### src/rtl/code_select_tracker_pkg.sv
// Shared types and helpers for the code selection tracker.
package code_select_pkg;

  typedef enum logic [1:0] {
    IDLE     = 2'd0,
    COLLECT  = 2'd1,
    COMPLETE = 2'd2
  } state_t;

  localparam logic MODE_STICKY = 1'b0;
  localparam logic MODE_TOGGLE = 1'b1;

  function automatic logic in_range(input int unsigned code, input int unsigned num_codes);
    return (code >= 1) && (code <= num_codes);
  endfunction

endpackage

### src/rtl/code_select_tracker_sat_counter.sv
// Per-code hit counter that saturates at all ones instead of wrapping.
module sat_counter #(
  parameter int unsigned CNT_W = 8
) (
  input  logic             clk_i,
  input  logic             rst_i,
  input  logic             inc_i,
  input  logic             clr_i,
  output logic [CNT_W-1:0] cnt_o
);

  logic [CNT_W-1:0] cnt_q;

  always_ff @(posedge clk_i or posedge rst_i) begin
    if (rst_i) begin
      cnt_q <= '0;
    end else if (clr_i) begin
      cnt_q <= '0;
    end else if (inc_i && (cnt_q != '1)) begin
      cnt_q <= cnt_q + 1'b1;
    end
  end

  assign cnt_o = cnt_q;

endmodule

### src/rtl/code_select_tracker.sv
// Tracks a stream of code numbers: per-code status bitmap, seen mask,
// saturating hit counters, range errors and a completion FSM.
module code_select_tracker
  import code_select_pkg::*;
#(
  parameter int unsigned NUM_CODES = 18,
  parameter int unsigned DATA_W    = $clog2(NUM_CODES + 1),
  parameter int unsigned CNT_W     = 8,
  parameter int unsigned IDX_W     = $clog2(NUM_CODES)
) (
  input  logic                 clk_i,
  input  logic                 rst_i,
  input  logic [DATA_W-1:0]    data_i,
  input  logic                 data_val_i,
  input  logic                 mode_i,
  input  logic                 clear_i,
  input  logic [IDX_W-1:0]     rd_idx_i,
  output logic [CNT_W-1:0]     rd_cnt_o,
  output logic [NUM_CODES-1:0] status_o,
  output logic                 range_err_o,
  output logic                 all_seen_o,
  output logic                 done_o,
  output logic [1:0]           state_o
);

  logic                 code_ok;
  logic                 accept;
  logic                 range_bad;
  logic [NUM_CODES-1:0] hit;
  logic [NUM_CODES-1:0] status_q, status_d;
  logic [NUM_CODES-1:0] seen_q, seen_d;
  logic                 all_seen_q;
  logic                 done_q, done_d;
  logic                 range_err_q;
  logic [CNT_W-1:0]     rd_cnt_q, rd_cnt_d;
  logic [CNT_W-1:0]     cnt [NUM_CODES];
  state_t               state_q, state_d;

  // Clear takes priority: a code arriving with clear is neither counted nor flagged.
  always_comb begin
    code_ok   = in_range(32'(data_i), NUM_CODES);
    accept    = data_val_i & ~clear_i & code_ok;
    range_bad = data_val_i & ~clear_i & ~code_ok;
    hit       = '0;
    for (int unsigned i = 0; i < NUM_CODES; i++) begin
      hit[i] = accept && (data_i == DATA_W'(i + 1));
    end
  end

  always_comb begin
    status_d = status_q;
    seen_d   = seen_q;
    if (clear_i) begin
      status_d = '0;
      seen_d   = '0;
    end else begin
      for (int unsigned i = 0; i < NUM_CODES; i++) begin
        if (hit[i]) begin
          status_d[i] = (mode_i == MODE_TOGGLE) ? ~status_q[i] : 1'b1;
          seen_d[i]   = 1'b1;
        end
      end
    end
  end

  for (genvar g = 0; g < NUM_CODES; g++) begin : g_cnt
    sat_counter #(.CNT_W(CNT_W)) u_cnt (
      .clk_i (clk_i),
      .rst_i (rst_i),
      .inc_i (hit[g]),
      .clr_i (clear_i),
      .cnt_o (cnt[g])
    );
  end

  always_comb begin
    rd_cnt_d = '0;
    for (int unsigned i = 0; i < NUM_CODES; i++) begin
      if (rd_idx_i == IDX_W'(i)) rd_cnt_d = cnt[i];
    end
  end

  always_ff @(posedge clk_i or posedge rst_i) begin
    if (rst_i) begin
      state_q <= IDLE;
    end else begin
      state_q <= state_d;
    end
  end

  // Completion is judged on the post-update seen mask, so a single code
  // can carry IDLE straight to COMPLETE when NUM_CODES is 1.
  always_comb begin
    state_d = state_q;
    if (clear_i) begin
      state_d = IDLE;
    end else begin
      unique case (state_q)
        IDLE:     if (accept) state_d = (&seen_d) ? COMPLETE : COLLECT;
        COLLECT:  if (&seen_d) state_d = COMPLETE;
        COMPLETE: state_d = COMPLETE;
        default:  state_d = IDLE;
      endcase
    end
  end

  always_comb begin
    done_d  = (state_d == COMPLETE) && (state_q != COMPLETE);
    state_o = state_q;
    done_o  = done_q;
  end

  always_ff @(posedge clk_i or posedge rst_i) begin
    if (rst_i) begin
      status_q    <= '0;
      seen_q      <= '0;
      all_seen_q  <= 1'b0;
      done_q      <= 1'b0;
      range_err_q <= 1'b0;
      rd_cnt_q    <= '0;
    end else begin
      status_q    <= status_d;
      seen_q      <= seen_d;
      all_seen_q  <= &seen_d;
      done_q      <= done_d;
      range_err_q <= range_bad;
      rd_cnt_q    <= rd_cnt_d;
    end
  end

  assign status_o    = status_q;
  assign all_seen_o  = all_seen_q;
  assign range_err_o = range_err_q;
  assign rd_cnt_o    = rd_cnt_q;

endmodule

### config.mk
export PLATFORM = sky130hd
export DESIGN_NAME = code_select_tracker
export DESIGN_NICKNAME = d
export VERILOG_FILES = /design/src/rtl/code_select_tracker_pkg.sv /design/src/rtl/code_select_tracker_sat_counter.sv /design/src/rtl/code_select_tracker.sv
export SDC_FILE = /design/constraint.sdc
export NUM_CORES = 1
export LEC_CHECK = 0
export BUFFER_PORTS_ARGS = -buffer_cell sky130_fd_sc_hd__buf_4
export CAP_MARGIN = 10
export CORE_UTILIZATION = 35
export DETAILED_ROUTE_END_ITERATION = 6
export HOLD_SLACK_MARGIN = 0.15
export PLACE_DENSITY = 0.59
export SLEW_MARGIN = 25
export SYNTH_ARGS = -nofsm -noshare
export SYNTH_HDL_FRONTEND = slang
export SYNTH_SLANG_ARGS = --single-unit
### constraint.sdc
create_clock -name clk_i -period 5.9 [get_ports clk_i]
set_input_delay 0.59 -clock clk_i [delete_from_list [all_inputs] [get_ports clk_i]]
set_output_delay 0.59 -clock clk_i [all_outputs]
set_load 0.02 [all_outputs]
; ---- Word level (Yosys, flattened, before mapping)
; Index checks and enable logic that the tools add are counted.
[op_classes]
n_lt_le_gt_ge = 2
n_eq_ne = 57
bitwise = 23
reduce_logical = 77
n_mux = 115
addsub = 18
[ops]
columns = cell, count
row1 = $mux W8, 54
row2 = $add A8 B1 Y8 const B, 18
row3 = $ne A8 B8 Y1 const B, 18
row4 = $eq A5 B4 Y1 const B, 16
row5 = $reduce_bool A2 Y1, 36
row6 = $mux W1, 54
row7 = $eq A5 B3 Y1 const B, 8
row8 = $logic_and A1 B1 Y1, 38
row9 = $mux W18, 2
row10 = $eq A5 B5 Y1 const B, 5
row11 = $eq A5 B2 Y1 const B, 4
row12 = $not A1 Y1, 20
row13 = $reduce_and A18 Y1, 1
row14 = $eq A5 B1 Y1 const B, 2
row15 = $mux W2, 4
row16 = $pmux W2 S3, 1
row17 = $ge A5 B1 Y1 const B, 1
row18 = $le A5 B5 Y1 const B, 1
row19 = $logic_not A5 Y1, 1
row20 = $eq A2 B2 Y1 const B, 2
row21 = $and A1 B1 Y1, 3
row22 = $eq A2 B1 Y1 const B, 1
row23 = $logic_not A2 Y1, 1
row24 = $ne A2 B2 Y1 const B, 1
[word_totals]
ff_bits = 193
out_inout_bits = 31

; ---- Depth between registers and ports, before layout
[logic_depth]
word_depth = 19
mapped_depth = 9
ltp_nobuf = 7

; ---- Cells and area by module
; Synthesis repeated with hierarchy kept, for this count alone.
[hier_totals]
hier_cells = 1328
hier_area_um2 = 12844.8
[modules_own_cells]
columns = mod, area_each_um2, cells_each, seq_area_each_um2, instances
row1 = sat_counter, 504.2, 49, 200.2, 18
row2 = code_select_tracker, 3768.6, 446, 1226.2, 1

; ---- Worst setup path after synthesis
; OpenSTA, ideal clock, no wires.
[synth_path]
path_kind = input-to-reg
startpoint = input port data_i[0]
endpoint = register state_q[1], in the netlist state_o[1]
path_slack_ns = 3.489
t_arrival_ns = 2.346
cell_stages = 7
path_buffers = 1
setup_ns = 0.066
cell_sequence = buf_2 and3b_1 a21oi_1 or4_1 or3_1 nor3_2 a22o_1
[synth_via]
elab_chain_cells = 11
word_cells_on_any_way = 65
cone_classes = 2 x order compare / 18 x eq/ne / 24 x mux / 1 x bitwise / 20 x reduce/logical
[synth_lines]
columns = item, line_no
row1 = "start, declared", code_select_tracker.sv:13  ; input logic [DATA_W-1:0] data_i,
row2 = $ge A5 B1 Y1 or $le A5 B5 Y1 (tied branches), code_select_tracker_pkg.sv:14  ; return (code >= 1) && (code <= num_codes);
row3 = $logic_and A1 B1 Y1, code_select_tracker_pkg.sv:14
row4 = $and A1 B1 Y1, code_select_tracker.sv:42  ; accept = data_val_i & ~clear_i & code_ok;
row5 = $logic_and A1 B1 Y1, code_select_tracker.sv:46  ; hit[i] = accept && (data_i == DATA_W'(i + 1));
row6 = $mux W1, code_select_tracker.sv:58  ; if (hit[i]) begin
row7 = $mux W18, code_select_tracker.sv:53  ; if (clear_i) begin
row8 = $reduce_and A18 Y1, "code_select_tracker.sv:99, code_select_tracker.sv:100"
row9 = $mux W2 (2 in a row), code_select_tracker.sv:99  ; IDLE: if (accept) state_d = (&seen_d) ? COMPLETE : COLLECT;
row10 = $pmux W2 S3 *, code_select_tracker.sv:98  ; unique case (state_q)
row11 = $mux W2 *, code_select_tracker.sv:95  ; if (clear_i) begin
row12 = via state_d[1], code_select_tracker.sv:37  ; state_t state_q, state_d;
row13 = "end signal, assigned", code_select_tracker.sv:87  ; state_q <= state_d;
row14 = "end, declared", code_select_tracker.sv:37
; The timed path passes the listed nets; every way through them passes the cells marked *.
; A chain may end at the register's enable or synchronous reset.

; ---- Final worst setup path
[layout_path]
startpoint = input port clear_i
endpoint = register state_q[1], in the netlist state_o[1]
[layout_via]
elab_chain_cells = 11
word_cells_on_any_way = 46
cone_classes = 24 x mux / 3 x bitwise / 19 x reduce/logical
[layout_lines]
columns = item, line_no
row1 = "start, declared", code_select_tracker.sv:16  ; input logic clear_i,
row2 = $not A1 Y1, code_select_tracker.sv:42
row3 = $and A1 B1 Y1 (2 in a row), code_select_tracker.sv:42
row4 = $logic_and A1 B1 Y1, code_select_tracker.sv:46
row5 = $mux W1, code_select_tracker.sv:58
row6 = $mux W18, code_select_tracker.sv:53
row7 = $reduce_and A18 Y1, "code_select_tracker.sv:99, code_select_tracker.sv:100"
row8 = $mux W2 (2 in a row), code_select_tracker.sv:99
row9 = $pmux W2 S3, code_select_tracker.sv:98
row10 = $mux W2 *, code_select_tracker.sv:95
row11 = via state_d[1], code_select_tracker.sv:37
; Marks and branches as above.

==> flow_summary.toml <==
[outcome]
status = "finished, violations left"
violations = "DRC"

[finish]
layout_commonest_cell = "nor2_1"
antenna_cells = 0
final_cell_mix = "nor2_1 (212), dfrtp_1 (193), xor2_1 (82), nand2_1 (76), nand4_1 (62)"
drive_gt1_frac = 0.0880
fillers = 2995
design_area_um2 = 11800
area_growth_pct = 12.0
nets = 1191
stdcell_count = 1560

[yosys]
netlist_area_um2 = 10500
synth_seq_cells = 193
synth_nets = 1176
synth_edf_count = 0
async_flop_share = 1.00
synth_ff_type = "dfrtp_1"
synth_cells = 1143
yosys.cell_types.count = 68
yosysSeqAreaShare = 0.458
syn_avg_cell_area_um2 = 9.23
yosysWarnings = 0

[clock_tree]
ctsHoldBuffers = 0
htreeDepth = 4
cts.sinks = 193
clock-root-buffer = "clkbuf_16"
cts.path.max_buffers = 2
cts_tree = "built"
clkTransAtPathRegs_ns = 0.08
cts_made_buffers = 17
clkLatencyLatePin_ns = 0.45
cts_setup_buffers = 0
cts_resized = 0

[grt]
track_usage = 0.194
grt_pass1_wl_um = 46700
grt_pass1_vias = 8206
grt_overflow = 0
grt_max_degree = 105
antenna_found_initial = 0

[floorplanning]
die-height_um = 176
pin_count = 46
rows = 63
core_area_um2 = 29600
start_util = 0.356
die_area_um2 = 30800
dieWidth_um = 176

[placement]
gp_congestion = 0.906
placed_area_um2 = 11200
dpl.hpwl_um = 20200
io_buffers = 45
dp_cells = 1529

[worst_setup_path]
arrival_ns = 3.30
critPathTopFamily = "simple AND/OR/NAND/NOR gates"
max_stage_delay_ns = 0.79
path_cells = "buf_6 -> nor4b_4 -> a21oi_1 -> or4_1 -> or3_1 -> nor3_2 -> a22o_1"
critPathMaxFanout = 104
cp-start-kind = "input port"
reg2reg_setup_slack_ns = 3.63
critPathCaptureType = "flop"
path_class = "in2reg"
cpMaxStageDelayCell = "nor4b_4"
worstPathRequired_ns = 6.29
crit_buf_inv = 1

[timing]
max-slew-margin-rel = 0.380
fin_hold_ws_ns = 0.197
period_share = 0.494
rsz0062_at_grt = "false"
setup_viol = 0
setup_tns_ns = 0
finalMaxSlewViolations = 0
tightest_slew_ns = 0.931
fin_skew_ns = 0.0156
final-hold-violation-count = 0
fmax_ghz = 0.343
min_period_ns = 2.91

[routing]
routed_wl_um = 28900
ant_nets = 0
vias = 8706
drt_iter0_markers = 981
via_per_inst = 5.58
drcViolationCount = 1
wire_per_inst_um = 18.5
first_pass_iters = 7

[power]
p_per_area_nw_per_um2 = 230
switching_share = 0.269
clock_power_share = 0.438
vdd_drop_max_mv = 0.200
power.leakage_nw = 5.07
seqPwrFrac = 0.492
internal_power_mw = 1.98
combPwrFrac = 0.070
power.total_mw = 2.71
p_sw_uw = 729

[hold_path]
holdCritPathClass = "in2async"

[job]
max-cap-violations = 0
## worst register-to-register path: cells and delay by family (launching register included)
kind | cells | cell delay, ns
adder cells (fa/ha/maj) | 1 | 0.26
AO/OA/AOI/OAI | 1 | 0.16
AND/OR/NAND/NOR | 5 | 1.32
flip-flops | 1 | 0.43
## cells in the mapped netlist, drive strengths merged (3+ instances only)
master	count	area [um^2]
and3	28	175
ha	18	225
mux2i	44	440
dfrtp	193	4830
o22ai	13	81.3
or4	3	22.5
o221ai	3	26.3
a31oi	14	93.8
o21a	8	60.1
nand3	37	185
a22oi	7	52.6
nor3	24	130
a32oi	6	52.6
nor2b	13	81.3
o21ai	36	180
nor3b	3	27.5
o32ai	3	26.3
nor4	5	31.3
o211ai	11	82.6
buf	11	47.5
nor2	213	802
nand4	62	388
mux2	5	56.3
nand2b	6	37.5
nand2	76	285
xor2	82	718
and2	7	43.8
inv	16	60.1
or3	15	93.8
clkbuf	44	165
a21oi	47	235
a211oi	3	22.5
o2bb2ai	7	61.3
o2111a	3	33.8
or2	5	31.3
xnor2	33	289
## power by group through the flow
stage	Combinational (mW)	Clock, mW	Sequential [mW]
floorplan	0.117	0	1.37
finish	0.189	1.19	1.33
CTS	0.187	1.21	1.33
global placement	0.187	0	1.36
global route	0.206	1.27	1.34
detailed placement	0.187	0	1.36
## metrics by stage
| stage | worst slack (ns) | util |
|---|---|---|
| finish | 2.99 | 0.399 |
| global route | 2.82 | 0.399 |
| CTS | 3.01 | 0.399 |
| detailed placement | 2.53 | 0.378 |
| global placement | 2.59 | 0.378 |
| floorplan | 0.0545 | - |
## cell families (layout without fill, tap and decap cells)
family / Yosys count / count (layout) / synth area share
AOI/OAI and AO/OA: 185 / 185 / 0.116
adders and majority gates: 18 / 18 / 0.0214
and+or+nand+nor: 511 / 511 / 0.236
DFF: 193 / 193 / 0.458
muxes: 49 / 49 / 0.0471
xor gates and xnor gates: 115 / 115 / 0.0955
buffers and inverters: 72 / 99 / 0.0262
## registers in the layout, summed over array words and instances, names as in the netlist
signal	count
g_cnt.u_cnt.cnt_o	144
seen_q	18
status_o	18
rd_cnt_o	8
state_o	2
all_seen_o	1
done_o	1
range_err_o	1
## layout make-up
cell class | instances | area, um^2 | area share
timing repair buffer | 51 | 387 | 0.0327
sequential | 193 | 4830 | 0.409
multi-input combinational | 878 | 5440 | 0.461
clock buffer | 17 | 425 | 0.0360
tap | 390 | 488 | 0.0413
clock inverter | 14 | 169 | 0.0143
inverter | 17 | 71.3 | 0.00604
## layer usage
layer  global-route usage  part of all wire  vias to the layer above
met5                    0                 0                        -
met4               0.0656             0.026                        0
met3               0.0361             0.056                       40
met2                0.301              0.47                      298
met1                0.270              0.45                     4277
li1                     -                 -                     4091
## path summary, 6_finish.rpt
check,startpoint,endpoint,depth (start not counted)
worst max-delay path,clear_i,state_o[1]$_DFF_PP0_,7
worst max register to register,g_cnt[15].u_cnt.cnt_o[0]$_DFFE_PP0P_,g_cnt[15].u_cnt.cnt_o[7]$_DFFE_PP0P_,7
min in group clk_i,seen_q[13]$_DFF_PP0_,seen_q[13]$_DFF_PP0_,2
worst min-delay path,rst_i,status_o[14]$_DFFE_PP0P_,2
max in group asynchronous,rst_i,g_cnt[3].u_cnt.cnt_o[5]$_DFFE_PP0P_,3
worst min register to register,seen_q[13]$_DFF_PP0_,seen_q[13]$_DFF_PP0_,2
Power figures use the tool's default switching activity.
